**config.mk**
```make
export PLATFORM = sky130hd
export DESIGN_NAME = alu_share_ctrl
export DESIGN_NICKNAME = d
export VERILOG_FILES = /design/src/rtl/alu_share_ctrl.sv
export SDC_FILE = /design/constraint.sdc
export NUM_CORES = 1
export LEC_CHECK = 0
export CORE_ASPECT_RATIO = 0.75
export CORE_MARGIN = 5
export CORE_UTILIZATION = 40
export CTS_CLUSTER_SIZE = 25
export DETAILED_ROUTE_END_ITERATION = 8
export GPL_TIMING_DRIVEN = 0
export PLACE_DENSITY = 0.81
export SLEW_MARGIN = 20
export SYNTH_ARGS = -nofsm -noshare
export SYNTH_HDL_FRONTEND = slang
export SYNTH_SLANG_ARGS = --single-unit
export TNS_END_PERCENT = 100
```
**constraint.sdc**
```tcl
create_clock -name clk -period 1.98 [get_ports clk]
set_input_delay 0.297 -clock clk [delete_from_list [all_inputs] [get_ports clk]]
set_output_delay 0.297 -clock clk [all_outputs]
set_load 0.02 [all_outputs]
```
**src/rtl/alu_share_ctrl.sv**
```systemverilog
// ---------------------------------------------------------------------------
// alu_share_ctrl
//
// This block lets two requesters share one combinational 7-bit ALU
// (add / sub / compare / multiply). It picks a requester round-robin and
// drives that requester's operands and opcode to the ALU from registers.
// It waits SETTLE_CYCLES clocks, captures the 14-bit ALU result, and then
// returns the result over a four-phase req/ack handshake.
//
// Parameters
//   SETTLE_CYCLES  clocks the operands are held on the ALU before capture
//                  (legal range 1..15)
//
// Ports
//   clk            system clock, rising edge
//   reset          synchronous active-high reset
//   req0/a0/b0/op0 requester 0 request level, operands and opcode
//   ack0           requester 0 acknowledge (result valid while high)
//   req1/a1/b1/op1 requester 1 request level, operands and opcode
//   ack1           requester 1 acknowledge
//   alu_a/alu_b    registered operands to the ALU
//   alu_op         registered opcode to the ALU
//   alu_result     ALU result bus
//   result         captured result, held until the next capture
//   result_id      requester that owns result
//   result_valid   one-cycle pulse on the capture edge
//   busy           high while an operation is settling or waiting for ack
// ---------------------------------------------------------------------------
module alu_share_ctrl #(
   parameter int unsigned SETTLE_CYCLES = 2
) (
   input  logic        clk,
   input  logic        reset,
   input  logic        req0,
   input  logic [6:0]  a0,
   input  logic [6:0]  b0,
   input  logic [1:0]  op0,
   output logic        ack0,
   input  logic        req1,
   input  logic [6:0]  a1,
   input  logic [6:0]  b1,
   input  logic [1:0]  op1,
   output logic        ack1,
   output logic [6:0]  alu_a,
   output logic [6:0]  alu_b,
   output logic [1:0]  alu_op,
   input  logic [13:0] alu_result,
   output logic [13:0] result,
   output logic        result_id,
   output logic        result_valid,
   output logic        busy
);

   typedef enum logic [1:0] {
      IDLE   = 2'd0,
      SETTLE = 2'd1,
      DONE   = 2'd2
   } state_t;

   // The counter reloads with N-1 so that the capture lands exactly
   // SETTLE_CYCLES edges after the grant edge.
   localparam logic [3:0] SETTLE_INIT = 4'(SETTLE_CYCLES - 1);

   state_t      state_reg, state_next;
   logic [3:0]  cnt_reg, cnt_next;
   logic        last_reg, last_next;
   logic        grant_reg, grant_next;
   logic [6:0]  alu_a_reg, alu_a_next;
   logic [6:0]  alu_b_reg, alu_b_next;
   logic [1:0]  alu_op_reg, alu_op_next;
   logic [13:0] result_reg, result_next;
   logic        result_id_reg, result_id_next;
   logic        result_valid_reg, result_valid_next;
   logic [1:0]  ack_reg, ack_next;

   // If both requesters are asking, the one that was not served last wins.
   // If only one is asking, that one wins.
   logic pick_id;
   logic granted_req;

   assign pick_id     = (req0 && req1) ? ~last_reg : req1;
   assign granted_req = grant_reg ? req1 : req0;

   always_ff @(posedge clk) begin
      if (reset) begin
         state_reg        <= IDLE;
         cnt_reg          <= 4'd0;
         last_reg         <= 1'b1;
         grant_reg        <= 1'b0;
         alu_a_reg        <= 7'd0;
         alu_b_reg        <= 7'd0;
         alu_op_reg       <= 2'd0;
         result_reg       <= 14'd0;
         result_id_reg    <= 1'b0;
         result_valid_reg <= 1'b0;
         ack_reg          <= 2'b00;
      end else begin
         state_reg        <= state_next;
         cnt_reg          <= cnt_next;
         last_reg         <= last_next;
         grant_reg        <= grant_next;
         alu_a_reg        <= alu_a_next;
         alu_b_reg        <= alu_b_next;
         alu_op_reg       <= alu_op_next;
         result_reg       <= result_next;
         result_id_reg    <= result_id_next;
         result_valid_reg <= result_valid_next;
         ack_reg          <= ack_next;
      end
   end

   always_comb begin
      state_next        = state_reg;
      cnt_next          = cnt_reg;
      last_next         = last_reg;
      grant_next        = grant_reg;
      alu_a_next        = alu_a_reg;
      alu_b_next        = alu_b_reg;
      alu_op_next       = alu_op_reg;
      result_next       = result_reg;
      result_id_next    = result_id_reg;
      result_valid_next = 1'b0;
      ack_next          = ack_reg;

      case (state_reg)
         IDLE: begin
            if (req0 || req1) begin
               grant_next = pick_id;
               last_next  = pick_id;
               cnt_next   = SETTLE_INIT;
               state_next = SETTLE;
               if (pick_id) begin
                  alu_a_next  = a1;
                  alu_b_next  = b1;
                  alu_op_next = op1;
               end else begin
                  alu_a_next  = a0;
                  alu_b_next  = b0;
                  alu_op_next = op0;
               end
            end
         end

         SETTLE: begin
            // Requester inputs are deliberately ignored here. The ALU sees
            // only the registered operands.
            if (cnt_reg != 4'd0) begin
               cnt_next = cnt_reg - 4'd1;
            end else begin
               result_next          = alu_result;
               result_id_next       = grant_reg;
               result_valid_next    = 1'b1;
               ack_next[grant_reg]  = 1'b1;
               state_next           = DONE;
            end
         end

         DONE: begin
            // The ack follows the granted req down. A req that was dropped
            // early is released at the first DONE edge.
            if (!granted_req) begin
               ack_next   = 2'b00;
               state_next = IDLE;
            end
         end

         default: begin
            state_next = IDLE;
            ack_next   = 2'b00;
         end
      endcase
   end

   assign ack0         = ack_reg[0];
   assign ack1         = ack_reg[1];
   assign alu_a        = alu_a_reg;
   assign alu_b        = alu_b_reg;
   assign alu_op       = alu_op_reg;
   assign result       = result_reg;
   assign result_id    = result_id_reg;
   assign result_valid = result_valid_reg;
   assign busy         = (state_reg != IDLE);

endmodule
```
# Yosys cells after proc, flatten, opt, wreduce, memory -nomap -nowiden

Cells that the tools add are included.

Logic and storage cells: 55
Bits of input ports: 50
Register bits: 42

Magnitude comparators: 2
Bitwise gates (word level): 5
Eq/ne operators: 6
Add/subtract/negate cells: 1
Reduce and logical (&&, ||, !) cells: 13
Mux-type cells: 17

Operator list:

| operator            | count |
|---|---|
| $mux 7              | 2 |
| $pmux 2 s3          | 2 |
| $mux 2              | 5 |
| $reduce_and 3->1    | 3 |
| $mux 4              | 2 |
| $ne 2x2->1 const B  | 4 |
| $pmux 4 s2          | 1 |
| $mux 1              | 4 |
| $not 1->1           | 4 |
| $reduce_and 2->1    | 2 |
| $reduce_bool 2->1   | 2 |
| $reduce_bool 4->1   | 1 |
| $sub 4x1->4 const B | 1 |
| $eq 2x1->1 const B  | 1 |
| $eq 2x2->1 const B  | 1 |
| $logic_and 1x1->1   | 2 |
| $logic_not 2->1     | 1 |
| $lt 1x2->1 const B  | 1 |
| $or 2x2->2          | 1 |
| $reduce_or 2->1     | 1 |
| $demux 1 s1         | 1 |
| $ge 1x1->1 const B  | 1 |
| $logic_or 1x1->1    | 1 |

# Longest topological paths before layout

Gate-level depths: netlist (run 1).

Depth after elaboration: 7
Depth in mapped cells: 7
Depth with buffers taken out: 5

# Least setup slack after synthesis (run 1)

OpenSTA, ideal clock, no wires.

Path type: flip-flop to flip-flop
Start: register cnt_reg[0]
End: register cnt_reg[1]
Library setup time: 0.067 ns
Slack: 0.444 ns
Required time: 1.913 ns
Data arrival time: 1.468 ns
Clock period less this slack: 1.536 ns
Path buffers: 1
Stages on the path, launching flop included: 7
Cell sequence: dfxtp_1 -> inv_1 -> ha_1 -> or3b_1 -> clkbuf_2 -> a221o_1 -> a21oi_2

Word-level cells in the longest chain between the ends: 3
Elaborated cells on any way between the ends: 6

RTL lines:

| item                                                    | line     | text |
|---|---|---|
| start: declaration                                      | 65       | `logic [3:0] cnt_reg, cnt_next;` |
| start signal: assignment                                | 99       | `cnt_reg <= cnt_next;` |
| $sub 4x1->4 / $reduce_bool 4->1 (equally long branches) | 148, 147 |  |
| $mux 4 / $ne 2x2->1 (equally long branches)             | n/a      |  |
| $pmux 4 s2 / $reduce_and 3->1 (equally long branches)   | n/a      |  |

Several ways; a longest one is shown, not always the timed one. The select of a mux whose other input is x is not followed.
A chain may end at the register's enable or synchronous reset.

# Worst setup path in the final report (run 1)

Start: register state_reg[1]
End: output busy

Word-level cells in the longest chain between the ends: 1

RTL lines:

| item                     | line | text |
|---|---|---|
| start: declaration       | 64   | `state_t state_reg, state_next;` |
| start signal: assignment | 98   | `state_reg <= state_next;` |
| $reduce_bool 2->1        | 182  | `assign busy = (state_reg != IDLE);` |
| end: declaration         | 51   | `output logic busy` |

Every way passes these cells.

==> summary by stage, run 1 <==
Drt
In the routed design, unresolved DRC markers number 0. Detailed routing inserted a total of 1663 vias. Once detail routing completed, the nets flagged for antenna violations numbered 0. Before antenna repair, the detailed router went through 4 iterations. The met3 layer wire length in the routed design is approximately 360 microns. The top layer reached by signal wires is met4. The violation count after the first detailed-route iteration is 43. Wires add up to roughly 4800 microns. Detailed routing placed a total of between 2000 and 2500 microns of wire on met2. The wire length per cell after detailed routing is 14.58 microns. After detailed routing, the number of vias per cell comes to slightly above 5. The routed metal-1 wire length is approximately 2200 microns.

Floorplan
From left edge to right edge, the die measures 86 microns. The area enclosed by the die boundary is around 5800 sq um. The region available for standard cell placement spans 4129 sq um. Once the floorplan was initialized, standard cells occupied 41.97% of the core. Row generation in the floorplan step produced 20 rows.

The total I/O pin count is 85. The floorplan step set the die height to 67 microns.

Critical path
STA puts the critical path data arrival time at 1530 ps. The longest individual stage delay on the worst path is 600 ps. The worst setup path is of the register to output pin kind. On the critical path, the stage with the largest delay is an instance of clkdlybuf4s50_1. The category of the worst setup path capture point is an output pin. The launching element type of the critical path is a register. Broken down by cell family, the worst path's largest delay share belongs to buffers and inverters.

Traced cell by cell, the critical path runs through nor2_4 > inv_1 > clkdlybuf4s50_1. The critical path required time is 1680 ps. In this run the worst path has a maximum fanout of 7.

The count of buffering cells on the critical path with inverters included is 2.

Timing
The tightest hold path in the finished design has a slack of 422.6 ps. Measured against its own limit, the worst slew margin works out to 68.39%. The number of failing setup endpoints in the final timing report is 0.

For the pin with the worst max-slew slack, the measured transition is between 400 and 500 ps. Setup repair after global routing left no endpoint under its margin. The hold violation count in the final report is 0. Of the available clock period, the critical path in the final layout requires about 92%. Based on the critical path, the design can be clocked at up to 547.2 MHz. The number of max-slew violations in the final report came to 0. The worst path needs between 1500 and 2000 ps of the cycle, external delays included. The final clock skew is 9.542 ps.

Global route
The first global-routing pass estimated 7734 microns of wire. The number of antenna violations at the first check in global routing is 0. The pin count of the biggest net entering global routing is 14. The total global routing overflow is 0. The total track usage is 17.30%.

The number of global-route vias before repair was between 1.5k and 2k.

Finish
The final design area excluding fillers is 2788 sq um. The library cell used most frequently in the layout, excluding fill and tap cells, is clkdlybuf4s50_1. The number of nets in the layout is approximately 320. The share of cells above drive strength 1 is 8.088%. In the layout the commonest cells are clkdlybuf4s50_1, dfxtp_1, a21oi_1, o21ai_0. The number of flip-flops under the largest register name is 14. The repair_antennas step left the layout with diodes totalling 0. Compared with the post-synthesis result, the final layout area differs by 60.87%.

Logic synthesis
Counting every instance in the synthesized netlist gives 181. Sequential cells were found to cover 48.52% of the synthesized design area. Yosys printed 0 warnings. The most used flip-flop cell after synthesis is dfxtp_1. The synthesized design contains 0 enable-type register cells. The post-synthesis average cell area is roughly 9.6 sq um. The synthesized flop and latch total is 42. The net count after synthesis is 233. The cell area after synthesis is 1733 sq um. Counting distinct cell types in the post-synthesis netlist gives 33. In the synthesized netlist the async set-or-reset flop fraction comes to 0%.

Power
In this run the power density over the cells is 911.0 nW/um^2. In this run the static leakage power is 1.013 nW. The peak supply drop is between 0.5 and 0.6 mV.

Job
The number of max-cap violations is 0.

Clocking
The H-tree was split into 2 levels. The clock latency at the later pin of the worst-skew pair is ~300 ps. The clock passes through at most 2 buffers.

The total clock buffers created by CTS is 5. The root buffer cell is clkbuf_8. Buffers inserted to repair hold after CTS numbered 0.

The clock tree from TritonCTS is done. Clock-pin slew was measured on the worst setup and hold paths at 80 ps. The number of setup buffers added after CTS is 0.

The clock net sink count is 42.

Run status
The flow ran to the end, and the final reports show no timing, DRC or antenna violations.

Place
The weighted congestion at the end of routability-driven global placement is 0.7420. Buffers placed on the I/O ports in this run total 83. Detailed placement ended at an HPWL of 3644 microns. The post-place instance area is 2633 sq um.

Min path
The path class of the tightest hold or removal check is input pin to register.
## cell families after synthesis
kind of cell	count (synthesis)	synth area share, %
flip-flops	42	48.52
buffers and inverters	21	5.270
AO/OA/AOI/OAI	63	23.68
adder cells (fa/ha/maj)	2	1.444
AND/OR/NAND/NOR	36	11.19
multiplexers	17	9.891
## cell type report
cell class / count / area (sq um)
Sequential cell: 42 / 840.8
Buffer: 15 / 68.82
Inverter: 6 / 22.52
Clock buffer: 6 / 82.58
Multi-Input combinational cell: 118 / 813.3
Clock inverter: 2 / 60.06
Timing Repair Buffer: 83 / 830.8
Tap cell: 55 / 68.82
Fill cell: 342 / 1341
## repair_timing
action,4_1_cts,5_1_grt
resized for setup,1,2
hold endpoints to repair,0,0
setup endpoints to repair,1,2
## power by group
group	leakage (nW)	internal, mW	total [mW]	switching [mW]
registers	0.344	0.937	0.989	0.0523
clock network	0.0714	0.538	0.832	0.294
logic	0.597	0.345	0.719	0.374
## synth_stat cells (all sizes together), types with 3 or more instances
cell      n  area share (%)
nor2      3            0.65
o21ai    18             5.2
inv       6             1.3
nand3    15             4.3
o2bb2ai  16             8.1
dfxtp    42              49
nand2     4            0.87
mux2i    16             9.2
a21oi    20             6.2
clkbuf    7             1.6
buf       8             2.4
## worst reg2reg max path: cells and delay by family, from the launching register on
family | cells | cell delay, ps
flops | 1 | 310
compound gates | 2 | 320
simple gates | 1 | 350
fa+ha+maj | 1 | 180
buf+inv | 3 | 490
## stage by stage
step           total power [mW]  util [%]  worst slack, ps  instances  setup TNS, ps
2_1_floorplan             1.384         -            444.3        181              0
4_1_cts                   2.553     67.27            111.6        327              0
5_1_grt                   2.677     67.52            39.81        327              0
3_3_place_gp              1.708     63.76           -18.12        319         -64.56
6_report                  2.540     67.52            152.6        327              0
3_5_place_dp              1.722     63.76           -60.65        319         -558.4
## per-layer routing
layer | GRT usage, % | vias up
met3 | 7.540 | 6
met2 | 26.92 | 49
met5 | 0 | -
met1 | 21.30 | 768
met4 | 5.929 | 0
li1 | - | 840
## path summary, 6_finish.rpt
path	from	end	slack, ps	cells past startpoint
worst max register to register	cnt_reg[0]	result[8]	200	7
worst min-delay path	reset	cnt_reg[0]	420	2
worst min register to register	alu_b[5]	alu_b[5]	460	1
worst max-delay path	state_reg[1]	busy	150	3
No activity file was read; power rests on OpenSTA's default activity.
==> run 2: changes to the inputs <==
--- a/config.mk
+++ b/config.mk
@@ -5,14 +5,13 @@
 export SDC_FILE = /design/constraint.sdc
 export NUM_CORES = 1
 export LEC_CHECK = 0
-export CORE_ASPECT_RATIO = 0.75
+export CORE_ASPECT_RATIO = 1.1
 export CORE_MARGIN = 5
 export CORE_UTILIZATION = 40
 export CTS_CLUSTER_SIZE = 25
 export DETAILED_ROUTE_END_ITERATION = 8
 export GPL_TIMING_DRIVEN = 0
 export PLACE_DENSITY = 0.81
-export SLEW_MARGIN = 20
 export SYNTH_ARGS = -nofsm -noshare
 export SYNTH_HDL_FRONTEND = slang
 export SYNTH_SLANG_ARGS = --single-unit
==> constraint.sdc (replaced) <==
create_clock -name clk -period 1.98 [get_ports clk]
set_input_delay 0.297 -clock clk [delete_from_list [all_inputs] [get_ports clk]]
set_output_delay 0.297 -clock clk [all_outputs]
set_load 0.01 [all_outputs]
==> run 2 against run 1 <==
Effect of this change:
- routed wire length down 4.9%
- die area decreased by 0.21%
- hold slack better by 35 ps
- clock power down 34%
- maximum frequency rose by 0.69%
- critical path depth did not move
- clock skew down 6.1 ps
- worst setup slack better by 13 ps
- cell count fell by 0.31%
- first-iteration DRC count grew 19%
- cell area decreased by 2.2%
- largest cell class unchanged
==> summary by stage, run 2 (synthesized netlist as in run 1, its figures left out) <==
Place
The post-place instance area came to 2631 sq um (about the same). The total instance count after detailed placement is 318 (-0.31%). The weighted congestion at the end of routability-driven global placement was 0.7167 (-3.4%). The number of buffer cells added on primary ports came to 83 (unchanged).

The HPWL after detailed placement came to 3522 microns (-3.4%).

Drt
The via density per instance is 5.089 (about the same). The residual antenna-violating net count after detailed routing is 0 (unchanged). The post-detailed-route DRC marker count is 0 (unchanged). The wire length per cell after detailed routing is 13.90 microns (-4.7%). The sum of routed wire length over all layers came to 4533 microns (-4.9%).

The violation count after the first detailed-route iteration is 51 (+19%). The detailed-router iteration count before antenna repair is 4 (unchanged). The total vias in the final route is 1659 (-0.24%).

Global route
The pin count of the biggest net entering global routing was 13 (-1). The number of antenna violations at the first check in global routing came to 0 (unchanged). The total track usage is 15.97% (-1.3 points). The number of global-route vias before repair is 1653 (+0.79%). The wire length of the first global-routing pass came to 7389 microns (-4.5%). The total global routing overflow came to 0 (unchanged).

Critical path
The slack of the worst reg-to-reg path is 230 ps (+30 ps). The signal arrival time at the worst endpoint is 1520 ps (about the same). The capture instance of the worst register-to-register path is result[13]. The critical path class is register to output pin. The maximum net fanout on the critical path is 7 (unchanged). STA classifies the critical path startpoint as a register. The category of the worst setup path capture point is an output pin.

The count of cells along the worst register-to-register path is 7 (unchanged). The origin of the critical flop-to-flop path is cnt_reg[0]. The critical path required time was 1680 ps (about the same).

Timing
The final clock skew is 3.481 ps (-6.061 ps). The share of the clock period used by the worst path came to 91.66% (-0.63 points). The fmax is 551.0 MHz (+0.69%). The number of failing setup endpoints in the final timing report is 0 (unchanged). The worst-case headroom to the max-slew limit came to 69.08% (+0.69 points). The final critical-path required period is 1815 ps (-12.57 ps). The hold violation count in the final report is 0 (unchanged). Setup repair after global routing left no endpoint under its margin. The slew of the pin with the lowest slew margin is 463.8 ps (-10.31 ps). The number of max-slew violations in the final report is 0 (unchanged).

Clocking
The number of buffers between clock root and the deepest sink came to 2 (unchanged). The level count of the clock H-tree is 2 (unchanged). The post-cts resize count was 1 (unchanged). The total clock buffers created by CTS came to 5 (unchanged). The clock net sink count came to 42 (unchanged). The count of hold buffers inserted by post-cts repair is 0 (unchanged). CTS placed an instance of clkbuf_8 at the clock tree root. The number of buffers inserted by post-CTS setup repair came to 0 (unchanged). The clock tree from TritonCTS is done.

The clock latency at the later pin of the worst-skew pair came to 290 ps (about the same). The clock-pin slew on the worst setup and hold paths came to 70 ps (about the same).

Power
The ratio of total power to cell area is 804.7 nW/um^2 (-12%). The peak supply drop is 0.5105 mV (-11%). The static leakage is 0.9848 nW (-2.8%).

Floorplan
The site row count is 25 (+25%). The initial core utilization is 40.74% (-1.2 points). The placeable core region is 4254 sq um (+3.0%). The total I/O pin count is 85 (unchanged). The area enclosed by the die boundary is 5750 sq um (-0.21%). The width of the die is 72.76 microns (-15%). The height of the die was 79.03 microns (+18%).

Finish
The synthesis-to-finish area growth is 57.26%. The count of fill cells added during filler insertion is 376 (+9.9%). The number of flip-flops under the largest register name is 14 (unchanged). The most common library cell in the layout ignoring fill and taps is clkdlybuf4s50_1. The core occupancy in the finished layout is 64.06% (-3.5 points). The number of nets in the layout came to 323 (unchanged). The final cell count without fillers was 326 (-0.31%).

The share of cells above drive strength 1 is 7.353% (-0.74 points). The final design area excluding fillers is 2725 sq um (-2.2%). In the layout the commonest cells are clkdlybuf4s50_1, dfxtp_1, a21oi_1, o21ai_0.

The antenna cell count was 0 (unchanged).

Min path
The path type of the worst min-delay path is input pin to register. The cell depth of the worst min-delay path is 2 (unchanged). The launch point of the worst hold path is reset. For hold timing, the worst endpoint is ack_reg[1].

Run status
The run finished with clean final reports.

Job
The number of max-cap violations came to 0 (unchanged).
==> run 2: area by class of cell <==
cell class                      instances  area (sq um)  area share [%]
Multi-Input combinational cell        118         803.3           29.48
Clock inverter                          1         5.005          0.1837
Timing Repair Buffer                   83         830.8           30.49
Clock buffer                            7         86.33           3.168
Sequential cell                        42         840.8           30.85
Tap cell                               54         67.56           2.479
Buffer                                 15         68.82           2.525
Inverter                                6         22.52          0.8264
==> run 2: worst max path at each step <==
stage	startpoint	endpoint	slack (ps)	depth (start not counted)
global route	state_reg[1]	busy	20	3
floorplan	cnt_reg[0]	cnt_reg[1]	440	6
detailed placement	req1	alu_a[1]	-20	5
finish	state_reg[1]	busy	170	3
global placement	req1	alu_a[5]	10	5
CTS	state_reg[1]	busy	130	3
==> run 2: metal layers <==
layer | part of all wire (%) | global-route usage (%) | vias to the layer above
met5 | 0 | 0 | -
met4 | 1.0 | 3.875 | 0
met3 | 13 | 6.835 | 6
met2 | 46 | 27.17 | 75
met1 | 41 | 18.28 | 741
li1 | - | - | 837
==> run 2: through the flow <==
stage          hold WS (ps)  TNS (ps)  setup slack [ps]  power [mW]
3_3_place_gp          443.6         0             13.63       1.650
2_1_floorplan         444.7         0             444.3       1.325
3_5_place_dp          450.1    -109.0            -19.21       1.661
6_report              457.5         0             165.1       2.193
4_1_cts               466.2         0             132.9       2.223
5_1_grt               485.4         0             24.18       2.337
==> run 2: where the power goes <==
group | switching, mW | total (mW) | internal (mW)
Combinational | 0.309 | 0.651 | 0.342
Clock | 0.272 | 0.553 | 0.281
Sequential | 0.0520 | 0.989 | 0.937
Total | 0.633 | 2.19 | 1.56
==> run 2: worst max-delay path, stage by stage (launching register included) <==
cell             delay [ps]
dfxtp_1                 380
nor2_2                  280
inv_1                    80
clkdlybuf4s50_1         490
